==> src/rtl/one_bit_processor.sv <==
// rtl/one_bit_processor.sv - single-bit accumulator processor with a serially loaded program memory
//
// Purpose:
//   A 16-word x 13-bit program memory is filled serially from inReg[0] while en=1,
//   MSB first, one bit per clock. While en=0 the stored program runs at one
//   instruction per clock against a 1-bit accumulator.
//
//   Instruction word: [12:9] opcode, [8:5] operand address, [4] reserved, [3:0] jump target.
//   Operand space:    0-6 OUT0-OUT6, 7-8 IN0-IN1 (read-only), 9-14 R0-R5, 15 constant 0.
//
// Ports:
//   clk    - rising-edge clock
//   reset  - asynchronous active-low reset, clears every state bit including the program
//   en     - 1 = serial program load, 0 = execute
//   inReg  - external inputs IN0/IN1; IN0 doubles as the serial load data
//   outReg - registered output bits OUT0-OUT6

module one_bit_processor #(
    parameter int INSTR_WIDTH = 13,
    parameter int MEM_DEPTH   = 16,
    parameter int OUT_REGS    = 7,
    parameter int IN_REGS     = 2,
    parameter int INT_REGS    = 6
) (
    input  logic                clk,
    input  logic                reset,
    input  logic                en,
    input  logic [IN_REGS-1:0]  inReg,
    output logic [OUT_REGS-1:0] outReg
);

    localparam int PC_W    = $clog2(MEM_DEPTH);
    localparam int SPACE_W = OUT_REGS + IN_REGS + INT_REGS + 1;

    localparam logic [3:0] OUT_LAST = 4'(OUT_REGS - 1);
    localparam logic [3:0] INT_BASE = 4'(OUT_REGS + IN_REGS);
    localparam logic [3:0] INT_LAST = 4'(OUT_REGS + IN_REGS + INT_REGS - 1);
    localparam logic [3:0] LAST_BIT = 4'(INSTR_WIDTH - 1);

    localparam logic [3:0] OP_LD  = 4'd1;
    localparam logic [3:0] OP_LDN = 4'd2;
    localparam logic [3:0] OP_AND = 4'd3;
    localparam logic [3:0] OP_OR  = 4'd4;
    localparam logic [3:0] OP_XOR = 4'd5;
    localparam logic [3:0] OP_ST  = 4'd6;
    localparam logic [3:0] OP_STN = 4'd7;
    localparam logic [3:0] OP_JMP = 4'd8;
    localparam logic [3:0] OP_JZ  = 4'd9;
    localparam logic [3:0] OP_JNZ = 4'd10;
    localparam logic [3:0] OP_SET = 4'd11;
    localparam logic [3:0] OP_CLR = 4'd12;

    logic [INSTR_WIDTH-1:0] r_mem [MEM_DEPTH];
    logic [PC_W-1:0]        r_pc;
    logic                   r_acc;
    logic [OUT_REGS-1:0]    r_out;
    logic [INT_REGS-1:0]    r_int;
    logic [3:0]             r_bit_cnt;
    logic [PC_W-1:0]        r_load_ptr;
    logic [INSTR_WIDTH-2:0] r_buf;

    logic [INSTR_WIDTH-1:0] w_instr;
    logic [3:0]             w_opcode;
    logic [3:0]             w_addr;
    logic [PC_W-1:0]        w_target;
    logic                   w_unused_rsvd;
    logic [SPACE_W-1:0]     w_space;
    logic                   w_operand;
    logic [2:0]             w_int_idx;

    logic                   w_acc_next;
    logic [PC_W-1:0]        w_pc_next;
    logic                   w_wr_en;
    logic                   w_wr_val;
    logic [OUT_REGS-1:0]    w_out_next;
    logic [INT_REGS-1:0]    w_int_next;

    assign w_instr       = r_mem[r_pc];
    assign w_opcode      = w_instr[12:9];
    assign w_addr        = w_instr[8:5];
    assign w_unused_rsvd = w_instr[4];
    assign w_target      = w_instr[3:0];

    // Flat view of the operand space; bit position equals operand address, top bit is the constant 0.
    assign w_space   = {1'b0, r_int, inReg, r_out};
    assign w_operand = w_space[w_addr];
    assign w_int_idx = 3'(w_addr - INT_BASE);

    always_comb begin
        w_acc_next = r_acc;
        w_pc_next  = r_pc + 1'b1;
        w_wr_en    = 1'b0;
        w_wr_val   = 1'b0;
        w_out_next = r_out;
        w_int_next = r_int;

        case (w_opcode)
            OP_LD:  w_acc_next = w_operand;
            OP_LDN: w_acc_next = ~w_operand;
            OP_AND: w_acc_next = r_acc & w_operand;
            OP_OR:  w_acc_next = r_acc | w_operand;
            OP_XOR: w_acc_next = r_acc ^ w_operand;
            OP_ST:  begin w_wr_en = 1'b1; w_wr_val = r_acc;  end
            OP_STN: begin w_wr_en = 1'b1; w_wr_val = ~r_acc; end
            OP_JMP: w_pc_next = w_target;
            OP_JZ:  if (!r_acc) w_pc_next = w_target;
            OP_JNZ: if (r_acc)  w_pc_next = w_target;
            OP_SET: begin w_wr_en = 1'b1; w_wr_val = 1'b1; end
            OP_CLR: begin w_wr_en = 1'b1; w_wr_val = 1'b0; end
            default: ;
        endcase

        // Writes to the inputs or the constant-0 address fall through both ranges and are dropped.
        if (w_wr_en) begin
            if (w_addr <= OUT_LAST) begin
                w_out_next[w_addr[2:0]] = w_wr_val;
            end else if (w_addr >= INT_BASE && w_addr <= INT_LAST) begin
                w_int_next[w_int_idx] = w_wr_val;
            end
        end
    end

    always_ff @(posedge clk or negedge reset) begin
        if (!reset) begin
            for (int i = 0; i < MEM_DEPTH; i++) begin
                r_mem[i] <= '0;
            end
            r_pc       <= '0;
            r_acc      <= 1'b0;
            r_out      <= '0;
            r_int      <= '0;
            r_bit_cnt  <= '0;
            r_load_ptr <= '0;
            r_buf      <= '0;
        end else if (en) begin
            // Program counter parks at 0 so execution restarts from the top once en drops.
            r_pc <= '0;
            if (r_bit_cnt == LAST_BIT) begin
                r_mem[r_load_ptr] <= {r_buf, inReg[0]};
                r_load_ptr        <= r_load_ptr + 1'b1;
                r_bit_cnt         <= '0;
                r_buf             <= '0;
            end else begin
                r_buf     <= {r_buf[INSTR_WIDTH-3:0], inReg[0]};
                r_bit_cnt <= r_bit_cnt + 1'b1;
            end
        end else begin
            // Leaving load mode discards any partial word; the next load begins at slot 0.
            r_bit_cnt  <= '0;
            r_load_ptr <= '0;
            r_buf      <= '0;
            r_pc       <= w_pc_next;
            r_acc      <= w_acc_next;
            r_out      <= w_out_next;
            r_int      <= w_int_next;
        end
    end

    assign outReg = r_out;

endmodule

==> config.mk <==
export PLATFORM = sky130hd
export DESIGN_NAME = one_bit_processor
export DESIGN_NICKNAME = d
export VERILOG_FILES = /design/src/rtl/one_bit_processor.sv
export SDC_FILE = /design/constraint.sdc
export NUM_CORES = 1
export LEC_CHECK = 0
export BUFFER_PORTS_ARGS = -buffer_cell sky130_fd_sc_hd__buf_4
export CAP_MARGIN = 30
export CORE_ASPECT_RATIO = 0.7
export CORE_MARGIN = 1.5
export CORE_UTILIZATION = 56
export CTS_BUF_LIST = sky130_fd_sc_hd__clkbuf_16
export DETAILED_ROUTE_END_ITERATION = 7
export MAX_ROUTING_LAYER = met4
export PLACE_DENSITY = 0.73
export SYNTH_ARGS = -nofsm -noshare
export SYNTH_HDL_FRONTEND = slang
export SYNTH_SLANG_ARGS = --single-unit
==> constraint.sdc <==
create_clock -name clk -period 3.35 [get_ports clk]
set_clock_uncertainty 0.05 [all_clocks]
set_input_delay 1.005 -clock clk [delete_from_list [all_inputs] [get_ports clk]]
set_output_delay 1.005 -clock clk [all_outputs]
set_load 0.02 [all_outputs]
==> reports/results.txt, run 1 <==
For this block, the initial DRC count from the detailed router was 628. The total nets after synthesis is 824, and the sequential-to-total area share from yosys stat is 52.0%. At the worst endpoint, the required time is 3.70 ns. The cell that appears most often on the critical path is sky130_fd_sc_hd__inv_1. The total cell area at the placement stage is 11700 um^2, and the die outline height is 121 um. The run gives 1 as the H-tree depth.

The tools report the initial antenna violation count as 0. In the routed layout, each cell is associated on average with a via count of 6.28. The floorplan step set the die width to 171 um. In this run the mean area of a mapped cell was 13.7 um^2.

Traced cell by cell, the critical path runs through buf_6 > buf_4 > mux2i_1 > a221oi_2 > o21ai_0 > nand2_1 > inv_1 > ha_1 > inv_1 > o31a_1 > and3_1 > nand3_1 > mux2_2. The area share of the largest cell type after synthesis is 52.0%, and the clock latency on the worst-skew pair is 0.53 ns. The worst path in the final design needs a cycle of 3.28 ns, including I/O delays and setup. The design draws 6390 uW. For the leakage power, the log shows 0.00615 uW.

The tree is rooted in a sky130_fd_sc_hd__clkbuf_16. The critical path in this run is classified as flop to flop. In this run, synthesis produced a sequential element count of 230. Counting every sink on the clock net gives 230. The maximum fanout along the worst path was 10; the residual antenna-violating net count after detailed routing was 0.

At the pin with the least slew margin, the transition time is 0.797 ns. Pin placement for this block handled 12 I/O pins. The sort of element at the start of the critical path was a flop.

The clock slew at the register clock pins of the worst setup and hold paths was 0.06 ns. Per report_power, the combinational group accounts for 17.9% of the total. The largest single stage delay on the critical path is 0.53 ns. Static timing analysis puts the maximum clock frequency at 305 MHz. The total count of max-transition violations in the final report was 0.

In this run the tightest slew margin relative to its limit is 46.8%. Kind of end point of the critical path: a flop. The via count of the first global-routing pass is 7247, and the total power divided by cell area is 511 nW/um^2. In the synthesized netlist the dominant register cell turns out to be sky130_fd_sc_hd__dfrtp_1. The run gives 41800 um as the wire length of the first global-routing pass. The run gives 7061 as the total via count after detailed routing. Setup repair after global routing could not meet its margin everywhere. In this run, post-CTS hold repair placed 0 buffers. The internal power of the cells totals 4600 uW.

In the final layout, the share of cells above drive strength 1 is 42.6%. The tools report the fill cell total of the finished layout as 1408. The logs give 0 for the number of violations of the max-capacitance limit and 0.877 for the global placement routability congestion. The number of iterations in the first detailed-routing pass was 5.

For the number of distinct standard cells referenced by the synthesized netlist, the log shows 60. The number of input and output port buffers inserted is 11, and the number of failing setup endpoints in the final timing report is 0. The tightest min-delay check is of the input port to asynchronous set/reset pin type.

Grouping stages by cell kind, the critical path spends the most delay in compound AO/OA/AOI/OAI gates. The maximum number of pins on one net before global-route repair came out at 59. The proportion of total power due to net switching is 28.1%, and the number of buffers inserted during clock tree synthesis is 23.

The detailed-route wire length per cell is 23.7 um. Data arrives at the worst endpoint at 3.63 ns. By area the synthesized netlist is led by sky130_fd_sc_hd__dfrtp_1 (52%), sky130_fd_sc_hd__mux2_2 (21%), sky130_fd_sc_hd__mux4_2 (6.1%), sky130_fd_sc_hd__mux2i_1 (3.4%), sky130_fd_sc_hd__a221oi_1 (1.3%).

TritonCTS built the clock tree. The worst IR drop on VDD came out at 0.416 mV. The slowest stage of the critical path belongs to the cell sky130_fd_sc_hd__dfrtp_4. Combined global-route utilization of all metal layers: 27.8%.

The core box area was 19100 um^2. The clock passes through at most 3 buffers. Leftover overflow at the end of global routing: 0. The Yosys step of the flow raised 0 warnings. In the synthesized netlist, the number of instances is 809.

The final hold violation count was 0; the share of the cycle needed by the critical path after routing was 97.9%. The netlist area before placement was 11100 um^2; the starting density of the core was 57.8%. The area added between synthesis and finish came out at 13.0%. The number of placement rows was 42.

For the number of antenna diodes, the log shows 0. Detailed placement finished with a half-perimeter wire length of 18000 um. The share of total power dissipated in the clock network is 37.6%. The run finished with clean final reports. Share of power burned in registers: 44.5%. The largest total area in the synthesized netlist belongs to sky130_fd_sc_hd__dfrtp_1.

For this design the total switching power over the nets is 1790 uW. Worst path buffer plus inverter count: 4. The logs give 26700 um for the total wirelength of the detailed-routed design and 20600 um^2 for the area of the die.

The final net count is 861. The count of flip-flops with a built-in enable after synthesis is 0. After synthesis, the share of flip-flops with an asynchronous set or reset is 100%. The tools report the number of remaining DRC errors as 0. The finished cells cover 12500 um^2.
[power by group through the flow]
stage          combinational [uW]  sequential (uW)  clock [uW]
3_5_place_dp                 1080             2900           0
5_1_grt                      1230             2850        2550
6_report                     1140             2850        2400
3_3_place_gp                 1050             2900           0
2_1_floorplan                 777             2870           0
4_1_cts                      1090             2850        2440
[metrics by stage]
step	util [%]	std cells	setup slack (ns)	setup TNS [ns]	hold WS (ns)
after floorplan	-	809	0.180	0	0.402
after global placement	61.0	1083	-0.0302	-0.0302	0.411
after detailed placement	61.0	1083	-0.0216	-0.0285	0.437
after CTS	64.7	1122	0.0196	0	0.358
after global routing	65.4	1124	-0.0471	-0.266	0.384
final	65.4	1124	0.0694	0	0.367
[cell families after synthesis]
logic type	share of synthesized area, %
flip-flops	52.0
adder cells (fa/ha/maj)	1.13
AO/OA/AOI/OAI	5.81
XOR/XNOR	0.792
AND/OR/NAND/NOR	5.73
buffers and inverters	2.95
multiplexers	31.6
[worst register-to-register path: stages (launching register included)]
cell and delay [ns]:
sky130_fd_sc_hd__dfrtp_4 0.53, sky130_fd_sc_hd__buf_6 0.17, sky130_fd_sc_hd__buf_4 0.16, sky130_fd_sc_hd__mux2i_1 0.22, sky130_fd_sc_hd__a221oi_2 0.13, sky130_fd_sc_hd__o21ai_0 0.36
sky130_fd_sc_hd__nand2_1 0.20, sky130_fd_sc_hd__inv_1 0.11, sky130_fd_sc_hd__ha_1 0.19, sky130_fd_sc_hd__inv_1 0.09, sky130_fd_sc_hd__o31a_1 0.29, sky130_fd_sc_hd__and3_1 0.21
sky130_fd_sc_hd__nand3_1 0.11, sky130_fd_sc_hd__mux2_2 0.34
[per-layer routing]
metal  part of all wire [%]  routed length (um)  vias up  GRT usage, %
li1                       -                   -     3091             -
met1                     46               12300     3710          39.5
met2                     46               12200      215          41.5
met3                    6.5                1720       45          5.96
met4                    1.8                 473        0          6.03
met5                      0                   0        -             -
[sequential cells by signal, indices dropped and copies added, names as in the netlist]
register and count:
r_int 6, r_mem 192, r_load_ptr 4, r_pc 4
r_buf 12, r_acc 1, outReg 7, r_bit_cnt 4
[what timing repair did]
item	in CTS	in global routing
hold endpoints to repair	0	0
pin swaps	0	1
endpoints found under the setup margin	3	14
setup buffers	0	2
resized for setup	3	19
[cells in the mapped netlist, drive strengths merged, types with 2 or more instances]
cell     number
a221oi       16
ha           10
nor2         18
dfrtp       230
nand3        16
mux4         30
a22o          2
o21ai        13
xnor2         8
xor2          2
o22ai         3
inv           9
nor2b         4
clkbuf       37
a221o         2
or2           2
o21a          2
mux2        214
a21oi        14
a31oi         2
nand2        32
nand4        10
and2          8
o2111ai       3
buf          22
o211ai       10
a22oi         8
nor3          7
nand2b        2
mux2i        39
nor4          3
and3         19
[worst paths after layout]
check | startpoint | slack (ns) | endpoint | cells after the start
max | r_pc[0] | 0.07 | r_int[2] | 13
min | reset | 0.37 | r_mem[13] | 1
max reg2reg | r_pc[0] | 0.07 | r_int[2] | 13
min reg2reg | r_bit_cnt[0] | 0.45 | r_bit_cnt[0] | 1
max in group asynchronous | reset | 2.12 | r_pc[0] | 2
min in group clk | r_bit_cnt[0] | 0.45 | r_bit_cnt[0] | 1
[area by class of cell]
cell class	instances	area, um^2	share of cell area [%]
clock buffer	23	576	4.60
clock inverter	16	111	0.891
inverter	9	33.8	0.270
multi-input combinational	511	5100	40.8
sequential	230	5760	46.1
tap	264	330	2.64
timing repair buffer	71	594	4.75
[layout by cell type (no fill, tap or decap), types with 2 or more instances in the layout]
cell type                   count
sky130_fd_sc_hd__a221o_1        2
sky130_fd_sc_hd__nor4_2         2
sky130_fd_sc_hd__xnor2_1        8
sky130_fd_sc_hd__a21oi_1       12
sky130_fd_sc_hd__dfrtp_1      228
sky130_fd_sc_hd__buf_12         4
sky130_fd_sc_hd__or2_2          2
sky130_fd_sc_hd__a22oi_1        3
sky130_fd_sc_hd__nor3_2         2
sky130_fd_sc_hd__and3_1        19
sky130_fd_sc_hd__clkbuf_16     23
sky130_fd_sc_hd__nor2b_1        4
sky130_fd_sc_hd__o2111ai_1      3
sky130_fd_sc_hd__a221oi_2       8
sky130_fd_sc_hd__o22ai_1        2
sky130_fd_sc_hd__mux2_1         8
sky130_fd_sc_hd__a22o_1         2
sky130_fd_sc_hd__mux2i_1       38
sky130_fd_sc_hd__and2_1         8
sky130_fd_sc_hd__buf_4         65
sky130_fd_sc_hd__nand2_1       31
sky130_fd_sc_hd__o21ai_0       10
sky130_fd_sc_hd__xor2_1         2
sky130_fd_sc_hd__a221oi_1       8
sky130_fd_sc_hd__a22oi_2        5
sky130_fd_sc_hd__inv_1         20
sky130_fd_sc_hd__nor2_1        18
sky130_fd_sc_hd__mux2_2       205
sky130_fd_sc_hd__o21a_1         2
sky130_fd_sc_hd__a21oi_4        2
sky130_fd_sc_hd__ha_1          10
sky130_fd_sc_hd__a31oi_1        2
sky130_fd_sc_hd__o211ai_1       9
sky130_fd_sc_hd__o21ai_1        3
sky130_fd_sc_hd__nand3_1       15
sky130_fd_sc_hd__nand4_1       10
sky130_fd_sc_hd__nor3_1         5
sky130_fd_sc_hd__mux4_2        30
Power figures use the tool's default switching activity.
==> run 2, diff against run 1 <==
--- a/config.mk
+++ b/config.mk
@@ -14,6 +14,7 @@
 export DETAILED_ROUTE_END_ITERATION = 7
 export MAX_ROUTING_LAYER = met4
 export PLACE_DENSITY = 0.73
+export SETUP_SLACK_MARGIN = 0.5
 export SYNTH_ARGS = -nofsm -noshare
 export SYNTH_HDL_FRONTEND = slang
 export SYNTH_SLANG_ARGS = --single-unit
==> reports/results.txt, run 2 (synthesis gave the netlist of run 1 again) <==
The run finished with clean final reports. Clock tree synthesis inserted a total of 23 buffers. The critical path is of the flop to flop type. In the routed layout, each cell is associated on average with a via count of 6.35. The slew at the pin closest to its max-slew limit came out at 0.747 ns. Setup slack on the worst reg-to-reg path comes out at 0.07 ns.

The floorplan step defined a die boundary enclosing 20600 um^2. Die outline height: 121 um. The largest stage delay on the critical path was 0.58 ns; the total count of max-transition violations in the final report was 0. The worst register-to-register path ends at outReg[4].

In the final design database the tool counted 876 nets. Input and output buffers added on the ports amount to 11. The initial antenna violation count is 0. The final instance area is 12900 um^2. Prior to clock tree synthesis, the placed netlist has a worst setup slack of -0.0664 ns. Family of cells with the greatest summed delay on the critical path: compound AO/OA/AOI/OAI gates. Summing all placed instances gives a cell area of 11700 um^2. Leading cell type in the layout, fill and taps excluded: sky130_fd_sc_hd__dfrtp_1.

The slowest stage of the critical path is the sky130_fd_sc_hd__dfrtp_4 cell. Along the worst path, the maximum fanout reaches 7. For the count of hold-fix buffers inserted at cts, the log shows 0.

The wire length of the first global-routing pass was 43400 um. The tools report the sort of element at the start of the critical path as a flop. The share of layout cells above drive strength 1 was 48.3%. TritonCTS built the clock tree.

For the via count of the first global-routing pass, the log shows 7500. The depth of the most critical reg-to-reg path works out to 11. At the worst endpoint, the required time is 3.70 ns. For this run, design rule violations remaining after detail routing come to 0. The signal on the critical path passes through buf_8 > buf_8 > mux2i_2 > a221oi_2 > a22oi_2 > a211o_1 > mux2_4 > a21oi_4 > and2b_4 > and3_4 > mux2_4. The horizontal die dimension is 171 um.

The register with the most flip-flops in the layout has 192 of them. The first detailed-routing pass ran for 5 iterations. At the worst endpoint, the arrival time is 3.63 ns.

Counting along the longest clock path gives a buffer depth of 3. For the final worst slack, the log shows 0.0677 ns. The boundary pin count is 12, and the starting density of the core is 57.8%. The number of logic stages on the critical path including buffering is 11, and the residual antenna-violating net count after detailed routing is 0.

The min-delay analysis places its worst path in the category input port to asynchronous set/reset pin. The top cell types in the final layout, fill and taps aside, are sky130_fd_sc_hd__dfrtp_1 (229), sky130_fd_sc_hd__mux2_2 (203), sky130_fd_sc_hd__buf_4 (70). The congestion estimate from routability-driven global placement came to 0.874.

Setup violations remaining at the end of the flow were counted as 0. In this run the clock root is driven by a sky130_fd_sc_hd__clkbuf_16. For the HPWL after detailed placement, the log shows 17400 um. The number of antenna diodes was 0; the H-tree depth was 1. More flip-flops sit in one register than any other, and that register is r_mem. At the later pin of the worst-skew pair, clock insertion delay measures 0.52 ns. The detailed-route wire length per cell is 24.6 um, and the leakage power is 0.00630 uW. The leftover overflow at the end of global routing was 0; the area added between synthesis and finish was 16.9%.

The final hold violation count came out at 0. Setup repair after global routing could not meet its margin everywhere. Counting both buffers and inverters, the worst setup path holds a total of 2. The detailed router finished its first iteration with 658 violations.

The total via count after detailed routing was 7244; the total wirelength of the detailed-routed design was 28000 um. After clock tree synthesis, the clock-pin slew on the worst setup and hold paths is 0.06 ns. Headroom to the max-slew limit came out at 50.1%. Dividing total power by cell area gives a power density of 524 nW/um^2. Core box area: 19100 um^2. Worst IR drop on VDD: 0.440 mV. The tools report the kind of end point of the critical path as a flop. The reg-to-reg critical path startpoint is r_pc[0].

The share of the cycle needed by the critical path after routing was 98.0%. The time the worst path needs with I/O delays and setup is 3.28 ns. Timing would allow up to 305 MHz. The floorplan has 42 rows. The tools report the maximum number of pins on one net before global-route repair as 80. For the number of violations of the max-capacitance limit, the log shows 0. For the combined global-route utilization of all metal layers, the log shows 29.0%. The design draws 6780 uW.

Count of clock tree sinks: 230.
-- run 2: cell count changes in the layout (fill, tap and decap cells not counted), sizes merged --
cell,previous run,this run
clkinv,2,11
inv,22,14
bufinv,1,2
buf,71,86
-- run 2: area by class of cell --
cell class                 count  area, um^2
fill                        1339        6190
sequential                   230        5760
multi-input combinational    511        5320
timing repair buffer          86         791
clock buffer                  23         576
tap                          264         330
clock inverter                18         134
inverter                       9        33.8
-- run 2: through the flow --
step	hold slack, ns	TNS [ns]	std cells	util, %
finish	0.387	0	1141	67.6
floorplan	0.402	0	809	-
global placement	0.412	-0.169	1072	61.1
CTS	0.423	0	1130	66.4
global route	0.429	-0.131	1141	67.6
detailed placement	0.418	-0.277	1072	61.1
-- run 2: worst max-delay path by stage --
stage,slack [ns],startpoint,endpoint
6_report,0.07,r_pc[0],outReg[4]
5_1_grt,-0.03,r_pc[0],r_acc
4_1_cts,0.16,r_pc[0],r_int[1]
3_5_place_dp,-0.07,r_pc[1],r_int[1]
3_3_place_gp,-0.06,r_pc[0],outReg[2]
2_1_floorplan,0.34,r_pc[0],r_int[4]
-- run 2: routing by layer --
layer / wire, um / vias to the layer above / share of wire, % / global-route usage (%)
met1: 12600 / 3829 / 45 / 40.1
met5: 0 / - / 0 / -
met3: 1770 / 70 / 6.3 / 6.12
met4: 991 / 0 / 3.5 / 9.92
li1: - / 3109 / - / -
met2: 12700 / 236 / 45 / 43.0
-- run 2: what timing repair did --
| action | CTS | global route |
|---|---|---|
| setup buffers | 17 | 11 |
| pin swaps | 15 | 12 |
| endpoints found under the setup margin | 18 | 18 |
| gates resized for setup | 38 | 26 |
| gates cloned | 0 | 0 |
-- run 2: power by group --
part           switching (uW)  total [uW]  leakage [uW]  internal (uW)
clock                    1080        2480      0.000371           1400
sequential               53.5        2860       0.00321           2800
combinational             798        1450       0.00272            656
==> run 3, diff against run 2 <==
--- a/config.mk
+++ b/config.mk
@@ -9,11 +9,11 @@
 export CAP_MARGIN = 30
 export CORE_ASPECT_RATIO = 0.7
 export CORE_MARGIN = 1.5
-export CORE_UTILIZATION = 56
+export CORE_UTILIZATION = 35
 export CTS_BUF_LIST = sky130_fd_sc_hd__clkbuf_16
 export DETAILED_ROUTE_END_ITERATION = 7
 export MAX_ROUTING_LAYER = met4
-export PLACE_DENSITY = 0.73
+export PLACE_DENSITY = 0.49
 export SETUP_SLACK_MARGIN = 0.5
 export SYNTH_ARGS = -nofsm -noshare
 export SYNTH_HDL_FRONTEND = slang
==> reports/results.txt, run 3 (synthesis gave the netlist of run 1 again) <==
Global routing used 30.8% of the available met2 tracks. The share of the cycle needed by the critical path after routing is 96.7%, and the data required time of the critical path is 3.72 ns. The final worst slack is 0.109 ns, and the detailed-route wire length per cell is 23.0 um. The library cell used most frequently in the layout, excluding fill and tap cells, is sky130_fd_sc_hd__dfrtp_1. 12 I/O pins were placed. The starting density of the core was 35.5%; the final net count was 887.

The tools report the combined global-route utilization of all metal layers as 19.5%. The run gives 76 as the maximum number of pins on one net before global-route repair. The run gives 3 as the number of buffers between clock root and the deepest sink. TritonCTS built the clock tree. The logs give 0 for the leftover overflow at the end of global routing and 0 for the number of failing setup endpoints in the final timing report.

Data arrives at the worst endpoint at 3.61 ns. From left edge to right edge, the die measures 216 um. The slew at the pin closest to its max-slew limit was 0.694 ns. The number of placement rows is 54.

The total wirelength of the detailed-routed design was 30100 um. The largest single stage delay on the critical path is 0.57 ns. The flow ran to the end, and the final reports show no timing, DRC or antenna violations. Static timing analysis puts the maximum clock frequency at 309 MHz. The post-place setup slack was 0.00369 ns; the HPWL after detailed placement was 19400 um. The relative slew slack was 53.7%. Number of remaining DRC errors: 0. Routability-driven placement finished with a final weighted congestion of 0.797. The kind of end point of the critical path was a flop. The min-delay analysis places its worst path in the category input port to asynchronous set/reset pin. Part of the power in combinational logic: 21.6%. Setup repair after global routing could not meet its margin everywhere. The most crowded layer after global routing is met2. Traced cell by cell, the critical path runs through mux4_2 > mux2i_4 > buf_12 > mux2i_1 > o211ai_1 > mux2_4 > o22ai_4 > nor2_4 > ha_4 > a21oi_2 > a21o_1 > o2111a_1 > nor3_2.

The first TritonRoute pass finished after 4 iterations. Across the VDD grid, the largest voltage drop is 0.340 mV. Net switching is 29.4% of the power. The final hold violation count was 0; the time the worst path needs with I/O delays and setup was 3.24 ns. Clock-pin slew was measured on the worst setup and hold paths at 0.06 ns.

After the first detailed-routing iteration, the DRC count stood at 533. The number of flip-flops in the largest register is 192, and the via count of the first global-routing pass is 7557. The post-route netlist has 49.8% of its cells at a drive strength greater than 1. The die outline height is 152 um, and the area added between synthesis and finish is 20.1%. In this run, CTS created clock tree buffers numbering 25.

The clock drives 230 sinks. In the layout the commonest cells are sky130_fd_sc_hd__dfrtp_1 (229), sky130_fd_sc_hd__mux2_2 (203), sky130_fd_sc_hd__buf_4 (82). The share of total power dissipated in the clock network is 36.6%. The largest individual stage delay along the critical path comes from the cell sky130_fd_sc_hd__mux4_2.

The tools report the clock latency on the worst-skew pair as 0.54 ns. For this design the total switching power over the nets is 2000 uW. Port buffering added 11 buffers. By startpoint and endpoint, the worst setup path is classified as flop to flop. The worst hold slack was 0.381 ns; the total count of max-transition violations in the final report was 0. The first global-routing pass estimated 46700 um of wire. The count of nets left with antenna violations once routing finished came out at 0. Max-cap violations in this run came to 0. The leakage power is 0.00634 uW, and the number of antenna diodes is 0.

Initial antenna violation count: 0. The final route contains 7058 vias. More flip-flops sit in one register than any other, and that register is r_mem. The worst setup path is launched from a flop. The global-route track usage on met3 was 2.99%; the area of the die was 32700 um^2.

Of all nets on the critical path, the largest fanout is 8. The H-tree depth came out at 1. For this run, global-route usage on met1 was measured as 26.4%. The routed via count divided by cell count was 5.38; the share of power burned in registers was 41.9%. The cell sitting at the root of the clock tree is a sky130_fd_sc_hd__clkbuf_16.

The logs give 31100 um^2 for the core box area and 4820 uW for the cell-internal power. Total power divided by cell area: 514 nW/um^2.
==> run 3: changes by cell type in the layout (fill, tap and decap cells not counted), moves of 3 or more <==
cell / before / now
sky130_fd_sc_hd__buf_4: 70 / 82
sky130_fd_sc_hd__mux2i_2: 2 / 7
sky130_fd_sc_hd__mux2_1: 0 / 3
sky130_fd_sc_hd__mux2_4: 11 / 8
sky130_fd_sc_hd__clkbuf_16: 23 / 26
sky130_fd_sc_hd__mux2i_1: 36 / 31
==> run 3: path summary, 6_finish.rpt <==
path                                endpoint  slack, ns  depth (start not counted)         start
worst max-delay path                   r_acc       0.11                         13       r_pc[0]
worst min-delay path               r_mem[91]       0.38                          1         reset
worst max register to register         r_acc       0.11                         13       r_pc[0]
worst min register to register  r_bit_cnt[0]       0.43                          1  r_bit_cnt[0]
max in group asynchronous           r_int[1]       2.05                          2         reset
min in group clk                r_bit_cnt[0]       0.43                          1  r_bit_cnt[0]
==> run 3: worst max-delay path, delay by kind of cell, from the launching register on <==
family / cells / cell delay (ns)
fa+ha+maj: 1 / 0.24
mux: 4 / 1.26
flops: 1 / 0.56
simple gates: 2 / 0.10
buf+inv: 1 / 0.14
compound gates: 5 / 0.76
==> run 3: power by group through the flow <==
| stage | registers (uW) | clock network (uW) | logic (uW) |
|---|---|---|---|
| 2_1_floorplan | 2870 | 0 | 819 |
| 3_5_place_dp | 2900 | 0 | 1180 |
| 6_report | 2860 | 2490 | 1470 |
| 5_1_grt | 2860 | 2680 | 1590 |
| 3_3_place_gp | 2900 | 0 | 1160 |
| 4_1_cts | 2850 | 2570 | 1310 |
==> run 3: final cells by class <==
cell class / instances / area, um^2
clock buffers: 25 / 626
clock inverters: 21 / 97.6
well taps: 420 / 526
inverters: 9 / 33.8
multi-input cells: 511 / 5390
flip-flops and latches: 230 / 5760
repair buffers: 95 / 852
fillers: 2863 / 17900
==> run 3: metal layers <==
layer / share of wire, % / wire length, um
met2: 46 / 14000
met5: 0 / 0
met3: 3.5 / 1050
met1: 48 / 14500
met4: 2.2 / 665
==> run 3: what timing repair did <==
| action | in CTS | in global routing |
|---|---|---|
| gates resized for setup | 24 | 53 |
| pin swaps | 7 | 26 |
| hold endpoints to repair | 0 | 0 |
| hold buffers | 0 | 0 |
| setup endpoints to repair | 16 | 17 |
| buffers inserted | 4 | 11 |
| gates cloned | 1 | 1 |
==> run 3: per-stage QoR <==
step / instance area [um^2] / TNS [ns] / std cells / power [uW] / utilization [%]
after floorplan: 11100 / 0 / 809 / 3690 / -
after global placement: 12000 / 0 / 1248 / 4050 / 38.6
after detailed placement: 12000 / 0 / 1248 / 4080 / 38.6
after CTS: 12900 / 0 / 1299 / 6730 / 41.5
after global routing: 13300 / -0.0325 / 1311 / 7130 / 42.7
final: 13300 / 0 / 1311 / 6820 / 42.7
